File: src/rtl/hazard_unit.sv
// rtl/hazard_unit.sv - 5-stage RV32I hazard controller: forwarding selects, stall/flush strobes, perf counters.
// Keeps a shadow EX/MEM/WB copy of register addresses and write/load controls.
module hazard_unit #(
  parameter int ADDR_WIDTH  = 5,
  parameter int COUNT_WIDTH = 16
) (
  input  logic                   i_clk,
  input  logic                   i_rst,
  input  logic [ADDR_WIDTH-1:0]  i_rs1_D,
  input  logic [ADDR_WIDTH-1:0]  i_rs2_D,
  input  logic [ADDR_WIDTH-1:0]  i_rd_D,
  input  logic                   i_reg_write_D,
  input  logic [1:0]             i_result_src_D,
  input  logic                   i_pc_src_EX,
  input  logic                   i_dmem_wait,
  output logic [1:0]             o_forward_rs1_EX,
  output logic [1:0]             o_forward_rs2_EX,
  output logic                   o_stall_F,
  output logic                   o_stall_D,
  output logic                   o_stall_E,
  output logic                   o_stall_M,
  output logic                   o_flush_D,
  output logic                   o_flush_E,
  output logic                   o_flush_W,
  output logic [COUNT_WIDTH-1:0] o_lw_stall_cnt,
  output logic [COUNT_WIDTH-1:0] o_flush_cnt
);

  localparam logic [COUNT_WIDTH-1:0] CNT_ONE = COUNT_WIDTH'(1);
  localparam logic [COUNT_WIDTH-1:0] CNT_MAX = '1;

  logic [ADDR_WIDTH-1:0] rs1_e, rs2_e, rd_e, rd_m, rd_w;
  logic                  reg_write_e, load_e, reg_write_m, reg_write_w;
  logic                  lw_stall;

  function automatic logic [1:0] fwd_sel(input logic [ADDR_WIDTH-1:0] src,
                                         input logic [ADDR_WIDTH-1:0] rdm,
                                         input logic                  rwm,
                                         input logic [ADDR_WIDTH-1:0] rdw,
                                         input logic                  rww);
    logic [1:0] sel;
    sel = 2'b00;
    if (src != '0) begin
      if (rwm && rdm == src)      sel = 2'b10;
      else if (rww && rdw == src) sel = 2'b01;
    end
    return sel;
  endfunction

  always_comb begin
    lw_stall = load_e && (rd_e != '0) && ((rd_e == i_rs1_D) || (rd_e == i_rs2_D));
    o_forward_rs1_EX = fwd_sel(rs1_e, rd_m, reg_write_m, rd_w, reg_write_w);
    o_forward_rs2_EX = fwd_sel(rs2_e, rd_m, reg_write_m, rd_w, reg_write_w);
    // A resolved branch overrides a load-use stall so the target gets fetched.
    o_stall_F = (lw_stall && !i_pc_src_EX) || i_dmem_wait;
    o_stall_D = o_stall_F;
    o_stall_E = i_dmem_wait;
    o_stall_M = i_dmem_wait;
    o_flush_W = i_dmem_wait;
    o_flush_D = i_pc_src_EX && !i_dmem_wait;
    o_flush_E = (lw_stall || i_pc_src_EX) && !i_dmem_wait;
  end

  always_ff @(posedge i_clk) begin
    if (i_rst) begin
      rs1_e          <= '0;
      rs2_e          <= '0;
      rd_e           <= '0;
      reg_write_e    <= 1'b0;
      load_e         <= 1'b0;
      rd_m           <= '0;
      reg_write_m    <= 1'b0;
      rd_w           <= '0;
      reg_write_w    <= 1'b0;
      o_lw_stall_cnt <= '0;
      o_flush_cnt    <= '0;
    end else begin
      if (!o_stall_E) begin
        if (o_flush_E) begin
          rs1_e       <= '0;
          rs2_e       <= '0;
          rd_e        <= '0;
          reg_write_e <= 1'b0;
          load_e      <= 1'b0;
        end else begin
          rs1_e       <= i_rs1_D;
          rs2_e       <= i_rs2_D;
          rd_e        <= i_rd_D;
          reg_write_e <= i_reg_write_D;
          load_e      <= (i_result_src_D == 2'b01);
        end
      end
      if (!o_stall_M) begin
        rd_m        <= rd_e;
        reg_write_m <= reg_write_e;
      end
      if (o_flush_W) begin
        rd_w        <= '0;
        reg_write_w <= 1'b0;
      end else begin
        rd_w        <= rd_m;
        reg_write_w <= reg_write_m;
      end
      // Performance counters stick at all-ones rather than wrapping.
      if (lw_stall && !i_dmem_wait && o_lw_stall_cnt != CNT_MAX)
        o_lw_stall_cnt <= o_lw_stall_cnt + CNT_ONE;
      if (o_flush_D && o_flush_cnt != CNT_MAX)
        o_flush_cnt <= o_flush_cnt + CNT_ONE;
    end
  end

endmodule
File: config.mk
export PLATFORM = sky130hd
export DESIGN_NAME = hazard_unit
export DESIGN_NICKNAME = d
export VERILOG_FILES = /design/src/rtl/hazard_unit.sv
export SDC_FILE = /design/constraint.sdc
export NUM_CORES = 1
export LEC_CHECK = 0
export ABC_CLOCK_PERIOD_IN_PS = 3800
export BUFFER_PORTS_ARGS = -buffer_cell sky130_fd_sc_hd__buf_2
export CAP_MARGIN = 20
export CORE_MARGIN = 2
export CORE_UTILIZATION = 59
export CTS_CLUSTER_SIZE = 20
export DETAILED_ROUTE_END_ITERATION = 7
export GPL_TIMING_DRIVEN = 0
export PLACE_DENSITY = 0.85
export SETUP_SLACK_MARGIN = 0.5
export SYNTH_ARGS = -nofsm -noshare
export SYNTH_HDL_FRONTEND = slang
export SYNTH_SLANG_ARGS = --single-unit
File: constraint.sdc
create_clock -name i_clk -period 3.8 [get_ports i_clk]
set_input_delay 0.76 -clock i_clk [delete_from_list [all_inputs] [get_ports i_clk]]
set_output_delay 0.76 -clock i_clk [all_outputs]
set_load 0.02 [all_outputs]
==> results.yml, run 1 <==
global_route:
  grt_pass1_vias: 2932
  gr-total-overflow: 0
  grt_max_degree: 11
  grtUsageTotal_pct: 29.0
  antenna_found_initial: 0
  grt_pass1_wl_microns: 13900
setup_path:
  end_kind: "primary output"
  startpoint: "i_rs1_D[2]"
  regToRegEndpoint: "rd_e[2]$_SDFFE_PP0N_"
  reg2reg_depth: 7
  crit_path_end: "o_stall_F"
  required_ns: 3.04
  crit_arrival_ns: 2.43
  crit_type: "in -> out"
  startpoint_type: "primary input"
  cp_max_fo: 10
  rr_startpoint: "rd_e[0]$_SDFFE_PP0N_"
  r2r_slack_ns: 1.73
sta:
  rsz0062_at_grt: "false"
  fin_ws_ns: 0.610
  slew_headroom_pct: 55.7
  fin_crit_ns: 3.19
  holdWs_ns: 0.477
  tns_ns: 0
  worst_pin_slew_ns: 0.661
  final-max-slew-violation-count: 0
  finalHoldViolations: 0
  setup_violations: 0
  finalCritPeriodShare_pct: 83.9
  fin_skew_ns: 0.00749
  max_freq_mhz: 314
power_and_ir_drop:
  p_leak_nw: 1.52
  ir_worst_vdd_mv: 0.354
  p_total_mw: 1.49
  combPwrFrac_pct: 8.1
  p_sw_mw: 0.341
  power-per-cell-area_mw_per_mm2: 388
  p_int_mw: 1.15
  p_seq_share_pct: 44.6
  switching_share_pct: 22.9
  clock_power_share_pct: 47.4
finish:
  final_util_pct: 74.4
  drive_above_1_share_pct: 24.4
  synthToLayoutAreaGrowth_pct: 20.2
  diodes: 0
  finalInstanceArea_sq_mm: 0.00385
  nNetsFinal: 465
  final_cells: 516
cts:
  postCtsSetupBuffers: 0
  cts_root_buf: "clkbuf_8"
  clk_path_buf_depth: 2
  insertion_delay_ns: 0.35
  cts_tree: "yes"
  numCtsBuffers: 9
  clkTransAtPathRegs_ns: 0.07
  clock-sinks: 61
  h-tree-depth: 3
outcome:
  outcome: "complete, no violations"
die:
  dieArea_sq_mm: 0.00603
  die_y_microns: 77.7
  core-area_sq_mm: 0.00517
  rows: 26
  ios: 65
  fp.dieW_microns: 77.7
  initial_core_util_pct: 61.9
synth:
  synthCells: 367
  ys_types: 58
  synth_seq_area_share_pct: 38.1
  postSynthAreaPerCell_sq_um: 8.72
  ys_async_sr_fraction_pct: 0
  synth_edf_count: 0
  synth_ff_type: "dfxtp_1"
  yosysWarningCount: 0
  synth_area_sq_mm: 0.00320
  ys_seq_elements: 61
  synth_fp_nets: 391
routing:
  num_vias: 3129
  viasPerCell: 6.06
  drcViolationCount: 0
  drtIter0Drc: 218
  ant_nets: 0
  post_drt_wl_per_cell_microns: 16.2
  drt_wl_total_microns: 8380
  drt_pass1_iterations: 5
placement:
  post-dp-hpwl_microns: 6050
  place_area_sq_mm: 0.00360
  pre_cts_slack_ns: 0.598
  gp_congestion: 0.918
  portBuffers: 63
  placed_cells: 500
worst_hold_path:
  min_path_type: "reg -> reg"
flow_run:
  maxCapViolCount: 0
## cells in the final DEF (no fill, tap or decap), drive strengths merged, types with 17 or more instances in the layout
cell and instances:
xor2 19, a21oi 23, buf 75, nor2 36
clkbuf 23, dfxtp 61, nand3 23, nand2 31
o22ai 17, xnor2 21
## per-layer routing
layer,global-route usage [%],part of all wire (%),vias to the layer above
li1,-,-,1492
met1,34.8,41,1480
met2,48.3,49,129
met3,5.70,5.9,28
met4,16.3,3.3,0
met5,0,0,-
## sequential cells by signal, indices dropped and copies added (netlist names)
signal and flops:
load_e 1, o_flush_cnt 16, o_lw_stall_cnt 16, rd_e 5, rd_m 5, rd_w 5
reg_write_e 1, reg_write_m 1, reg_write_w 1, rs1_e 5, rs2_e 5
## power by group through the flow
| stage | registers [mW] | clock network, mW | logic [mW] |
|---|---|---|---|
| 4_1_cts | 0.665 | 0.715 | 0.119 |
| 3_5_place_dp | 0.679 | 0 | 0.117 |
| 6_report | 0.665 | 0.707 | 0.120 |
| 3_3_place_gp | 0.678 | 0 | 0.114 |
| 2_1_floorplan | 0.676 | 0 | 0.0787 |
| 5_1_grt | 0.665 | 0.743 | 0.130 |
## kinds of logic after synthesis
| group | Yosys count | synth area share (%) |
|---|---|---|
| compound gates | 68 | 14.6 |
| xor+xnor | 40 | 10.9 |
| fa+ha+maj | 2 | 0.781 |
| buf+inv | 27 | 4.77 |
| flops | 61 | 38.1 |
| mux | 10 | 3.36 |
| simple gates | 159 | 27.4 |
## repair_timing
action,CTS,global route
resized for setup,0,1
hold buffers,0,0
endpoints found under the setup margin,0,1
## Yosys cell counts (3+ instances only)
library cell	number	area, sq um
dfxtp_1	61	1220
nor2_1	35	131
nand2_1	31	116
nand3_1	23	115
xnor2_1	21	184
a21oi_1	19	95.1
xor2_1	19	166
o22ai_1	17	106
or4_1	12	90.1
clkbuf_1	11	41.3
nand4_1	11	68.8
o31ai_1	10	75.1
mux2i_1	7	70.1
and2_1	6	37.5
nand3b_1	6	45.0
buf_4	5	37.5
nor3_1	5	25.0
a21oi_2	4	35.0
buf_2	4	20.0
inv_1	4	15.0
nor2b_1	4	25.0
o21ai_0	4	20.0
and3_1	3	18.8
o41ai_1	3	26.3
## worst min path at each step
stage | depth (start not counted) | from | end | slack [ns]
after global routing | 2 | reg_write_e$_SDFFE_PP0N_ | reg_write_e$_SDFFE_PP0N_ | 0.50
after CTS | 2 | reg_write_e$_SDFFE_PP0N_ | reg_write_e$_SDFFE_PP0N_ | 0.48
final | 2 | reg_write_e$_SDFFE_PP0N_ | reg_write_e$_SDFFE_PP0N_ | 0.48
after global placement | 2 | reg_write_e$_SDFFE_PP0N_ | reg_write_e$_SDFFE_PP0N_ | 0.47
after detailed placement | 2 | reg_write_e$_SDFFE_PP0N_ | reg_write_e$_SDFFE_PP0N_ | 0.47
after floorplan | 2 | reg_write_e$_SDFFE_PP0N_ | reg_write_e$_SDFFE_PP0N_ | 0.45
## final cells by class
| class | count | area [sq um] |
|---|---|---|
| clock inverter | 4 | 95.1 |
| sequential | 61 | 1220 |
| tap | 70 | 87.6 |
| clock buffer | 12 | 145 |
| multi-input combinational | 279 | 1830 |
| fill | 395 | 1320 |
| inverter | 4 | 15.0 |
| buffer | 23 | 138 |
| timing repair buffer | 63 | 315 |
## worst max-delay path: stages
cell and delay (ns):
buf_2 0.12, xor2_1 0.15, nor3_2 0.22, a22oi_2 0.11, buf_2 0.20, buf_2 0.21, o31ai_2 0.32, buf_4 0.16
buf_2 0.15
Power figures use the tool's default switching activity.
==> run 2: changes to the inputs <==
--- a/config.mk
+++ b/config.mk
@@ -5,15 +5,15 @@
 export SDC_FILE = /design/constraint.sdc
 export NUM_CORES = 1
 export LEC_CHECK = 0
-export ABC_CLOCK_PERIOD_IN_PS = 3800
+export ABC_CLOCK_PERIOD_IN_PS = 3150
 export BUFFER_PORTS_ARGS = -buffer_cell sky130_fd_sc_hd__buf_2
 export CAP_MARGIN = 20
 export CORE_MARGIN = 2
-export CORE_UTILIZATION = 59
+export CORE_UTILIZATION = 55
 export CTS_CLUSTER_SIZE = 20
 export DETAILED_ROUTE_END_ITERATION = 7
 export GPL_TIMING_DRIVEN = 0
-export PLACE_DENSITY = 0.85
+export PLACE_DENSITY = 0.8
 export SETUP_SLACK_MARGIN = 0.5
 export SYNTH_ARGS = -nofsm -noshare
 export SYNTH_HDL_FRONTEND = slang
==> constraint.sdc (replaced) <==
create_clock -name i_clk -period 3.15 [get_ports i_clk]
set_input_delay 0.63 -clock i_clk [delete_from_list [all_inputs] [get_ports i_clk]]
set_output_delay 0.63 -clock i_clk [all_outputs]
set_load 0.02 [all_outputs]
==> run 2 against run 1 <==
Against the previous run:
- design area is 0.88% higher
- highest routed layer unchanged
- count of clock-buffer cells in the layout did not move
- clock power is 11% higher
- sequential cell count unchanged
- die area up 6.9%
- hold slack gained 0.0093 ns
- power grew 16%
- first-iteration DRC count fell by 27%
- register-to-register slack worse by 0.60 ns
- clock skew is 0.0023 ns lower
- sequential share of layout area is 0.11 points lower
==> results.yml, run 2 (synthesized netlist as in run 1, its figures left out) <==
outcome:
  outcome: "complete, no violations"
finish:
  nNetsFinal: 466
  final_cell_mix: "64 x buf_2, 56 x dfxtp_1, 35 x nor2_1, 31 x nand2_1, 23 x nand3_1"
  synthToLayoutAreaGrowth_pct: 21.3
  reg_top3: "o_flush_cnt x16, o_lw_stall_cnt x16"
  diodes: 0
  final_common_cell: "buf_2"
  drive_above_1_share_pct: 26.2
sta:
  fin_skew_ns: 0.00517
  fin_crit_ns: 2.59
  finalHoldViolations: 0
  setup_violations: 0
  final-max-slew-violation-count: 0
  rsz0062_at_grt: "false"
  max_freq_mhz: 386
  tns_ns: 0
  finalCritPeriodShare_pct: 82.3
  worst_pin_slew_ns: 0.607
  slew_headroom_pct: 59.4
routing:
  drt_wl_total_microns: 8040
  viasPerCell: 5.84
  num_vias: 3029
  post_drt_wl_per_cell_microns: 15.5
  drt_pass1_iterations: 4
  drtIter0Drc: 160
  drcViolationCount: 0
  ant_nets: 0
cts:
  cts_tree: "yes"
  insertion_delay_ns: 0.34
  cts_root_buf: "clkbuf_8"
  numCtsBuffers: 9
  clk_path_buf_depth: 2
  clkTransAtPathRegs_ns: 0.06
  h-tree-depth: 3
  clock-sinks: 61
die:
  ios: 65
  core-area_sq_mm: 0.00557
  fp.dieW_microns: 80.3
  rows: 27
  dieArea_sq_mm: 0.00645
  initial_core_util_pct: 57.4
  die_y_microns: 80.3
worst_hold_path:
  min_path_type: "reg -> reg"
setup_path:
  end_kind: "primary output"
  crit_chain: "buf_2, xor2_1, nor3_2, a22oi_2, buf_6, buf_6, o31ai_4, buf_4, buf_4"
  startpoint_type: "primary input"
  cp_top_family: "buffers and inverters"
  required_ns: 2.52
  crit_slowest_cell: "o31ai_4"
  max_stage_delay_ns: 0.20
  crit_arrival_ns: 1.96
  path_buf_inv: 5
  cp_max_fo: 10
  crit_type: "in -> out"
power_and_ir_drop:
  power-per-cell-area_mw_per_mm2: 447
  ir_worst_vdd_mv: 0.342
  p_total_mw: 1.74
  p_int_mw: 1.33
  p_sw_mw: 0.403
  combPwrFrac_pct: 8.6
  p_seq_share_pct: 46.2
  p_leak_nw: 1.54
  clock_power_share_pct: 45.2
  switching_share_pct: 23.2
global_route:
  gr-total-overflow: 0
  antenna_found_initial: 0
  grtUsageTotal_pct: 26.2
  grt_max_degree: 11
  grt_pass1_vias: 2810
  grt_pass1_wl_microns: 13200
flow_run:
  maxCapViolCount: 0
placement:
  gp_congestion: 0.928
  portBuffers: 63
  post-dp-hpwl_microns: 5720
## run 2: cell types whose count changed in the layout (fill, tap and decap cells not counted), sizes merged
cell | before | now
clkinv | 1 | 2
buf | 75 | 76
bufinv | 3 | 2
## run 2: per-layer routing
layer	share of wire (%)	global-route usage [%]
met1	43	32.8
met2	50	44.0
met3	5.2	4.38
met4	1.8	11.9
met5	0	0
## run 2: worst register-to-register path: cells and delay by family (launching register included)
| kind | cells | cell delay (ns) |
|---|---|---|
| adder cells (fa/ha/maj) | 1 | 0.20 |
| multiplexers | 1 | 0.33 |
| flip-flops | 1 | 0.39 |
| AO/OA/AOI/OAI | 1 | 0.26 |
| AND/OR/NAND/NOR | 3 | 0.73 |
## run 2: per-stage QoR
| step | cells | utilization (%) | hold WS, ns | setup slack, ns | area (sq um) |
|---|---|---|---|---|---|
| global route | 519 | 69.7 | 0.507 | 0.504 | 3880 |
| CTS | 519 | 69.6 | 0.482 | 0.508 | 3880 |
| global placement | 502 | 65.0 | 0.469 | 0.343 | 3620 |
| detailed placement | 502 | 65.0 | 0.473 | 0.339 | 3620 |
| floorplan | 367 | - | 0.454 | 0.571 | 3220 |
| finish | 519 | 69.7 | 0.486 | 0.559 | 3880 |
## run 2: final timing paths
check	start	endpoint	slack (ns)	cells past startpoint
setup / recovery	i_rs2_D[3]	o_stall_F	0.56	9
hold / removal	reg_write_e$_SDFFE_PP0N_	reg_write_e$_SDFFE_PP0N_	0.49	2
setup reg to reg	o_flush_cnt[0]$_SDFFE_PP0P_	o_flush_cnt[5]$_SDFFE_PP0P_	1.13	6
hold reg to reg	reg_write_e$_SDFFE_PP0N_	reg_write_e$_SDFFE_PP0N_	0.49	2
## run 2: power groups by stage
stage          Clock, mW  Combinational (mW)  Sequential [mW]
2_1_floorplan          0              0.0963            0.815
3_3_place_gp           0               0.140            0.818
3_5_place_dp           0               0.143            0.819
4_1_cts            0.794               0.148            0.802
5_1_grt            0.833               0.163            0.803
6_report           0.784               0.149            0.802
## run 2: layout make-up
class	count	area [sq um]
multi-input cells	279	1850
well taps	72	90.1
flip-flops and latches	61	1230
clock buffers	12	155
inverters	4	15.0
plain buffers	23	150
clock inverters	4	70.1
fillers	467	1690
repair buffers	64	325
## run 2: repair_timing
item                                    in CTS  in global routing
pin swaps                                    2                  2
hold buffers                                 0                  0
gates resized for setup                     12                  1
endpoints found under the setup margin       3                  2
setup buffers                                1                  0
==> run 3: changes to the inputs <==
--- a/config.mk
+++ b/config.mk
@@ -5,7 +5,7 @@
 export SDC_FILE = /design/constraint.sdc
 export NUM_CORES = 1
 export LEC_CHECK = 0
-export ABC_CLOCK_PERIOD_IN_PS = 3150
+export ABC_CLOCK_PERIOD_IN_PS = 2500
 export BUFFER_PORTS_ARGS = -buffer_cell sky130_fd_sc_hd__buf_2
 export CAP_MARGIN = 20
 export CORE_MARGIN = 2
==> constraint.sdc (replaced) <==
create_clock -name i_clk -period 2.5 [get_ports i_clk]
set_input_delay 0.5 -clock i_clk [delete_from_list [all_inputs] [get_ports i_clk]]
set_output_delay 0.5 -clock i_clk [all_outputs]
set_load 0.02 [all_outputs]
==> run 3 against run 2 <==
Against the previous run:
- clock skew grew 0.0031 ns
- via count grew 4.2%
- setup slack lost 0.53 ns
- sequential share of layout area shrank 1.4 points
- register-to-register slack lost 0.68 ns
- largest cell class unchanged
- clock power grew 15%
==> results.yml, run 3 (synthesized netlist as in run 1, its figures left out) <==
cts:
  cts_tree: "yes"
  h-tree-depth: 3
  cts_root_buf: "clkbuf_8"
  clock-sinks: 61
  insertion_delay_ns: 0.34
  clk_path_buf_depth: 2
  numCtsBuffers: 9
  clkTransAtPathRegs_ns: 0.07
sta:
  rsz0062_at_grt: "true"
  fin_skew_ns: 0.00829
  slew_headroom_pct: 53.5
  setup_violations: 0
  finalHoldViolations: 0
  fin_crit_ns: 2.47
  max_freq_mhz: 405
  final-max-slew-violation-count: 0
  finalCritPeriodShare_pct: 98.8
  worst_pin_slew_ns: 0.698
global_route:
  antenna_found_initial: 0
  gr-total-overflow: 0
  grt_max_degree: 11
  grt_pass1_vias: 2938
  grtUsageTotal_pct: 27.7
  grt_pass1_wl_microns: 13900
routing:
  post_drt_wl_per_cell_microns: 17.1
  drcViolationCount: 0
  ant_nets: 0
  viasPerCell: 5.91
  num_vias: 3157
  drtIter0Drc: 233
  drt_pass1_iterations: 5
  drt_wl_total_microns: 9140
setup_path:
  end_kind: "primary output"
  reg2reg_depth: 8
  startpoint_type: "flop"
  required_ns: 2.00
  crit_chain: "xor2_2, nor3_2, a22oi_2, buf_6, buf_8, o31ai_4, buf_6, buf_6"
  cp_top_family: "buffers and inverters"
  path_buf_inv: 4
  cp_max_fo: 3
  crit_type: "reg -> out"
  rr_startpoint: "rd_e[1]$_SDFFE_PP0N_"
  regToRegEndpoint: "o_lw_stall_cnt[8]$_SDFFE_PP0P_"
  cpMostUsedCell: "buf_6"
  max_stage_delay_ns: 0.37
  r2r_slack_ns: 0.45
  crit_arrival_ns: 1.97
  crit_slowest_cell: "dfxtp_4"
placement:
  post-dp-hpwl_microns: 6030
  portBuffers: 63
  gp_congestion: 0.955
die:
  initial_core_util_pct: 57.4
  die_y_microns: 80.3
  ios: 65
  core-area_sq_mm: 0.00557
  fp.dieW_microns: 80.3
  dieArea_sq_mm: 0.00645
  rows: 27
finish:
  synthToLayoutAreaGrowth_pct: 30.4
  nNetsFinal: 482
  reg_top3: "o_flush_cnt x16, o_lw_stall_cnt x16"
  multi_input_area_sq_mm: 0.00195
  final_cell_mix: "60 x buf_2, 42 x dfxtp_1, 32 x nor2_1, 31 x nand2_1, 23 x nand3_1"
  nFillCells: 404
  diodes: 0
  final_common_cell: "buf_2"
  layout.area.seq_sq_mm: 0.00126
  final_util_pct: 74.9
  drive_above_1_share_pct: 36.1
worst_hold_path:
  holdPathEnd: "rd_e[4]$_SDFFE_PP0N_"
  min_delay_path_depth: 3
  min_path_type: "in -> reg"
  worstHoldStart: "i_rd_D[4]"
power_and_ir_drop:
  ir_worst_vdd_mv: 0.512
  power-per-cell-area_mw_per_mm2: 512
  p_total_mw: 2.14
  p_leak_nw: 1.65
flow_run:
  maxCapViolCount: 0
outcome:
  outcome: "complete, no violations"
[run 3: cell types whose count changed in the layout (fill, tap and decap cells not counted), moves of 6 or more]
cell and change:
dfxtp_1 -14, buf_4 +12, dfxtp_2 +7, dfxtp_4 +7, buf_6 +6
[run 3: timing repair]
item                                    in CTS  in global routing
gates resized for setup                     37                 28
pin swaps                                   13                 19
gates cloned                                 0                  1
endpoints found under the setup margin      11                 23
buffers inserted                            13                  3
hold buffers                                 0                  0
[run 3: report_power, final]
group	internal, mW	switching (mW)
clock network	0.506	0.393
registers	0.984	0.0224
logic	0.103	0.130
[run 3: per-layer routing]
metal	vias up	global-route usage, %	share of wire [%]	wire, microns
met1	1494	33.5	40	3620
met3	18	5.73	6.3	577
li1	1506	-	-	-
met2	139	48.2	52	4730
met4	0	10.5	2.3	213
met5	-	0	0	0
[run 3: through the flow]
stage               worst slack [ns]  cells  instance area, sq um  hold WS [ns]  TNS [ns]
floorplan                      0.242    367                  3240         0.454         0
CTS                           0.0203    530                  4050         0.432         0
global placement              0.0376    502                  3640         0.465         0
detailed placement           -0.0401    502                  3640         0.479   -0.0401
global route                  0.0157    534                  4180         0.442         0
finish                        0.0302    534                  4180         0.431         0
[run 3: layout make-up]
cell class	count	share of cell area, %
Multi-Input combinational cell	279	46.8
Sequential cell	61	30.2
Timing Repair Buffer	80	11.9
Buffer	23	3.86
Clock buffer	11	3.62
Tap cell	72	2.16
Clock inverter	4	1.14
Inverter	4	0.359
[run 3: worst max-delay path by stage]
stage	startpoint	to	slack (ns)	depth (start not counted)
floorplan	i_rs2_D[4]	o_stall_F	0.24	7
finish	rd_e[0]$_SDFFE_PP0N_	o_stall_F	0.03	8
global route	rd_e[0]$_SDFFE_PP0N_	o_stall_F	0.02	8
detailed placement	i_rs1_D[2]	o_stall_F	-0.04	9
global placement	i_rs2_D[4]	o_stall_F	0.04	9
CTS	rd_e[4]$_SDFFE_PP0N_	o_stall_F	0.02	8
[run 3: worst register-to-register path, cell delays in order, from the launching register on]
cell and delay (ns):
dfxtp_4 0.36, or4_4 0.56, buf_6 0.14, o21a_4 0.21
o211ai_4 0.15, buf_8 0.17, buf_12 0.12, o31ai_1 0.11
a21oi_1 0.15
